### src/rtl/sent_cfg_ctrl.sv
// sent_cfg_ctrl
//   Parses SENT parameter packets arriving on a UDP payload stream and hands
//   validated configurations to one of SENT_NUM channels via a valid/ready
//   handshake. A single pending-config register is shared by all channels.
//   A config that arrives while an older one is still pending replaces it.
//
// Ports
//   clk, rst             clock, synchronous active-high reset
//   rx_axis_udp_*        32-bit payload stream (no backpressure)
//   cfg_valid[SENT_NUM]  one-hot, pending config targets this channel
//   cfg_ready[SENT_NUM]  channel can take a config this cycle
//   cfg_*                fields of the pending config (shared)
//   err_len/err_param/cfg_ovf  one-cycle error/overwrite pulses
module sent_cfg_ctrl #(
  parameter int          SENT_NUM      = 5,
  parameter logic [15:0] ID_SENT_PARAM = 16'd2
) (
  input  logic                clk,
  input  logic                rst,
  input  logic [31:0]         rx_axis_udp_tdata,
  input  logic                rx_axis_udp_tvalid,
  input  logic                rx_axis_udp_tlast,
  output logic [SENT_NUM-1:0] cfg_valid,
  input  logic [SENT_NUM-1:0] cfg_ready,
  output logic [7:0]          cfg_ctick_len,
  output logic [7:0]          cfg_ltick_len,
  output logic [1:0]          cfg_pause_mode,
  output logic [15:0]         cfg_pause_len,
  output logic                cfg_crc_mode,
  output logic                err_len,
  output logic                err_param,
  output logic                cfg_ovf
);

  typedef enum logic [1:0] {S_HDR, S_W1, S_W2, S_DROP} state_t;

  state_t state_q, state_d;

  // Fields captured from W0/W1 while the packet is still in flight
  logic [7:0] w_ch_q, w_ctick_q, w_ltick_q, w_plhi_q;
  logic [1:0] w_pmode_q;

  // Pending config register
  logic [SENT_NUM-1:0] cfg_valid_q, cfg_valid_d;
  logic [7:0]          ctick_q, ltick_q;
  logic [1:0]          pmode_q;
  logic [15:0]         plen_q;
  logic                crc_q;

  logic err_len_q, err_param_q, cfg_ovf_q;

  logic        id_hit, hdr_take, w1_take, w2_done, len_err;
  logic        cfg_ok, load, xfer;
  logic [15:0] plen_new;

  assign id_hit   = (rx_axis_udp_tdata[31:16] == ID_SENT_PARAM);
  assign hdr_take = rx_axis_udp_tvalid && (state_q == S_HDR) && id_hit && !rx_axis_udp_tlast;
  assign w1_take  = rx_axis_udp_tvalid && (state_q == S_W1);

  // Parser next state
  always_comb begin
    state_d = state_q;
    len_err = 1'b0;
    w2_done = 1'b0;
    if (rx_axis_udp_tvalid) begin
      unique case (state_q)
        S_HDR: begin
          // single-word packet: only our own ID counts as a length error
          if (rx_axis_udp_tlast) len_err = id_hit;
          else                   state_d = id_hit ? S_W1 : S_DROP;
        end
        S_W1: begin
          if (rx_axis_udp_tlast) begin
            len_err = 1'b1;
            state_d = S_HDR;
          end else begin
            state_d = S_W2;
          end
        end
        S_W2: begin
          if (rx_axis_udp_tlast) begin
            w2_done = 1'b1;
            state_d = S_HDR;
          end else begin
            len_err = 1'b1;
            state_d = S_DROP;
          end
        end
        S_DROP: begin
          if (rx_axis_udp_tlast) state_d = S_HDR;
        end
        default: state_d = S_HDR;
      endcase
    end
  end

  // Validation runs on the W2 word itself so the config lands one cycle later
  assign plen_new = {w_plhi_q, rx_axis_udp_tdata[31:24]};
  assign cfg_ok   = (int'(w_ch_q) < SENT_NUM) &&
                    (w_ctick_q >= 8'd3) && (w_ctick_q <= 8'd90) &&
                    (w_ltick_q >= 8'd4) &&
                    (w_pmode_q <= 2'd2) &&
                    ((w_pmode_q == 2'd0) || ((plen_new >= 16'd12) && (plen_new <= 16'd768)));
  assign load     = w2_done && cfg_ok;
  assign xfer     = |(cfg_valid_q & cfg_ready);

  always_comb begin
    cfg_valid_d = cfg_valid_q;
    if (load) begin
      for (int i = 0; i < SENT_NUM; i++) cfg_valid_d[i] = (w_ch_q == 8'(i));
    end else if (xfer) begin
      cfg_valid_d = '0;
    end
  end

  always_ff @(posedge clk) begin
    if (rst) begin
      state_q     <= S_HDR;
      w_ch_q      <= '0;
      w_ctick_q   <= '0;
      w_ltick_q   <= '0;
      w_plhi_q    <= '0;
      w_pmode_q   <= '0;
      cfg_valid_q <= '0;
      ctick_q     <= '0;
      ltick_q     <= '0;
      pmode_q     <= '0;
      plen_q      <= '0;
      crc_q       <= 1'b0;
      err_len_q   <= 1'b0;
      err_param_q <= 1'b0;
      cfg_ovf_q   <= 1'b0;
    end else begin
      state_q <= state_d;
      if (hdr_take) w_ch_q <= rx_axis_udp_tdata[15:8];
      if (w1_take) begin
        w_ctick_q <= rx_axis_udp_tdata[31:24];
        w_ltick_q <= rx_axis_udp_tdata[23:16];
        w_pmode_q <= rx_axis_udp_tdata[9:8];
        w_plhi_q  <= rx_axis_udp_tdata[7:0];
      end
      cfg_valid_q <= cfg_valid_d;
      if (load) begin
        ctick_q <= w_ctick_q;
        ltick_q <= w_ltick_q;
        pmode_q <= w_pmode_q;
        plen_q  <= plen_new;
        crc_q   <= rx_axis_udp_tdata[16];
      end
      err_len_q   <= len_err;
      err_param_q <= w2_done && !cfg_ok;
      // overwrite only if the old config is not leaving this same cycle
      cfg_ovf_q   <= load && (|cfg_valid_q) && !xfer;
    end
  end

  assign cfg_valid      = cfg_valid_q;
  assign cfg_ctick_len  = ctick_q;
  assign cfg_ltick_len  = ltick_q;
  assign cfg_pause_mode = pmode_q;
  assign cfg_pause_len  = plen_q;
  assign cfg_crc_mode   = crc_q;
  assign err_len        = err_len_q;
  assign err_param      = err_param_q;
  assign cfg_ovf        = cfg_ovf_q;

endmodule

### config.mk
export PLATFORM = sky130hd
export DESIGN_NAME = sent_cfg_ctrl
export DESIGN_NICKNAME = d
export VERILOG_FILES = /design/src/rtl/sent_cfg_ctrl.sv
export SDC_FILE = /design/constraint.sdc
export NUM_CORES = 1
export LEC_CHECK = 0
export BUFFER_PORTS_ARGS = -buffer_cell sky130_fd_sc_hd__buf_4
export CORE_UTILIZATION = 39
export DETAILED_ROUTE_END_ITERATION = 16
export PLACE_DENSITY_LB_ADDON = 0.2
export SYNTH_ARGS = -nofsm -noshare
export SYNTH_HDL_FRONTEND = slang
export SYNTH_SLANG_ARGS = --single-unit
### constraint.sdc
create_clock -name clk -period 2.5 [get_ports clk]
set_input_delay 0.25 -clock clk [delete_from_list [all_inputs] [get_ports clk]]
set_output_delay 0.25 -clock clk [all_outputs]
set_load 0.005 [all_outputs]
==> flow_summary.yaml <==
floorplanning:
  core-area_sq_mm: 0.008299
  boundaryPins: 84
  die_h_microns: 94.87
  core.rowCount: 33
  die_area_sq_mm: 0.008999
  initial_core_util_pct: 40.52
  chipWidth_microns: 94.87
detailed_routing:
  drtIter0Drc: 117
  dr.pass1.iters: 4
  drc: 0
  vias: 3141
  wl_per_cell_microns: 15.99
  ant_nets: 0
  vias_per_cell: 5.530
  routed_wl_microns: 9082
layout:
  diodes: 0
  mostFrequentLayoutCell: "buf_4"
  nets: 499
  drive_gt1_share_pct: 25.70
  final_area_sq_mm: 0.004260
  final_cell_mix: "buf_4 (97), dfxtp_1 (79), a21oi_1 (65), nand2_1 (63), nand4_1 (36)"
  syn_to_final_growth_pct: 26.67
sta:
  fin_worst_skew_ns: 0.008803
  setup-violations-final: 0
  finalHoldViolCount: 0
  slew_headroom_pct: 64.55
  timing.hold.ws_ns: 0.1458
  max_freq_mhz: 452.4
  rsz0062_at_grt: "false"
  slew_viol_final: 0
  tns_ns: 0
  fin_crit_sh_pct: 88.43
  tightest_slew_ns: 0.5269
  min_period_ns: 2.211
cts:
  cts.repair.resized: 0
  clock-sinks: 79
  clockBufferDepth: 2
  clock_latency_ns: 0.34
  cts_root_buf: "clkbuf_8"
  cts_setup_buffers: 0
  hold_buffers: 0
  cts_max_level: 3
  cts-buffers-inserted: 9
  clkTransAtPathRegs_ns: 0.08
  cts_tree: "done"
yosys:
  synth_warnings: 0
  syn_inst: 385
  synth_area_leaders: "dfxtp_1 (47%), a21oi_1 (9.7%), o31ai_1 (7.6%)"
  synth.avg_cell_area_sq_um: 8.736
  synth_top_area_share_pct: 47.02
  synth_area_sq_mm: 0.003363
  synth_nets: 426
  synth_edf_count: 0
  ys_ff_latch: 79
  async_flop_share_pct: 0
  seq_area_frac_synth_pct: 47.02
  synth_cell_types: 41
  yosysTopAreaCell: "dfxtp_1"
  synth_flop_cell: "dfxtp_1"
grt:
  overflow: 0
  grt_max_degree: 45
  antenna_found_initial: 0
  grt_usage_pct: 20.89
  grt_pass1_wl_microns: 14490
  grt_pass1_vias: 2836
pwr:
  finalPower_mw: 2.526
  power_density_mw_per_mm2: 592.9
  ir_worst_vdd_mv: 0.2482
  p_leak_nw: 1.571
flow_run:
  drv_cap: 0
placement:
  hpwl_microns: 6092
  portBuffers: 83
  placed_area_sq_mm: 0.004036
  gp_congestion: 0.7591
worst_setup_path:
  path_max_fanout: 15
  cp-start-kind: "flip-flop"
  end_kind: "flip-flop"
  criticalPathCategory: "flip-flop to flip-flop"
  crit_arrival_ns: 2.50
  worst_ep_required_time_ns: 2.79
hold_path:
  holdCritPathClass: "primary input to flip-flop"
run_status:
  status: "complete, no violations"
[Yosys cell counts, drive strengths merged, types with 2 or more instances]
cell type,number
dfxtp,79
a21oi,65
nand2,63
nand4,36
o31ai,34
buf,18
clkbuf,17
nor2,16
mux2i,12
nand3,6
nor4,6
nor3,5
inv,4
a211oi,2
a32o,2
o21ai,2
or4,2
[area by class of cell]
| type | count | area (sq um) |
|---|---|---|
| clock buffer | 13 | 158.9 |
| clock inverter | 3 | 65.06 |
| fill | 845 | 4039 |
| inverter | 4 | 15.01 |
| multi-input combinational | 267 | 1580 |
| sequential | 79 | 1582 |
| tap | 105 | 131.4 |
| timing repair buffer | 97 | 728.2 |
[cells by family (layout without fill, tap and decap cells)]
logic type / Yosys count / in the layout / share of synthesized area, %
compound gates: 114 / 114 / 21.47
flops: 79 / 79 / 47.02
buf+inv: 39 / 117 / 6.138
mux: 12 / 12 / 3.572
simple gates: 141 / 141 / 21.80
[critical path, cell delays in order (launching register included)]
cell      delay (ns)
dfxtp_1         0.35
or4_1           0.53
a2111o_1        0.37
o22a_1          0.22
buf_4           0.21
nor4_4          0.31
a32o_1          0.17
[worst paths after layout]
| kind | to | start | slack, ns | cells past startpoint |
|---|---|---|---|---|
| worst max register to register | cfg_valid[3]$_SDFFE_PP0P_ | w_plhi_q[6]$_SDFFE_PP0P_ | 0.29 | 6 |
| worst min register to register | w_ltick_q[1]$_SDFFE_PP0P_ | w_ltick_q[1]$_SDFFE_PP0P_ | 0.46 | 2 |
| worst max-delay path | cfg_valid[3]$_SDFFE_PP0P_ | w_plhi_q[6]$_SDFFE_PP0P_ | 0.29 | 6 |
| worst min-delay path | w_ch_q[6]$_SDFFE_PP0P_ | rx_axis_udp_tdata[14] | 0.15 | 3 |
[routing by layer]
| metal | share of wire (%) | track usage, % | routed length (microns) | vias to the layer above |
|---|---|---|---|---|
| li1 | - | - | - | 1572 |
| met1 | 47 | 28.11 | 4233 | 1492 |
| met2 | 48 | 33.27 | 4388 | 69 |
| met3 | 3.9 | 3.462 | 357 | 8 |
| met4 | 1.1 | 8.081 | 102 | 0 |
| met5 | 0 | 0 | 0 | - |
[through the flow]
stage / std cells / worst slack, ns / util, %
after floorplan: 385 / 0.4670 / -
after global placement: 552 / 0.3726 / 48.64
after detailed placement: 552 / 0.3565 / 48.64
after CTS: 568 / 0.3071 / 51.33
after global routing: 568 / 0.2061 / 51.33
final: 568 / 0.2893 / 51.33
[power by group]
part | leakage (nW) | internal [mW] | switching (mW)
registers | 0.637 | 1.27 | 0.0131
clock network | 0.114 | 0.617 | 0.448
logic | 0.820 | 0.0715 | 0.106
total | 1.57 | 1.96 | 0.567
[registers in the layout, summed over array words and instances (netlist names)]
signal          flops
cfg_pause_len      16
cfg_ctick_len       8
cfg_ltick_len       8
w_ch_q              8
w_ctick_q           8
w_ltick_q           8
w_plhi_q            8
cfg_valid           5
cfg_pause_mode      2
state_q             2
w_pmode_q           2
cfg_crc_mode        1
cfg_ovf             1
err_len             1
err_param           1
(Power assumes the default switching activity.)
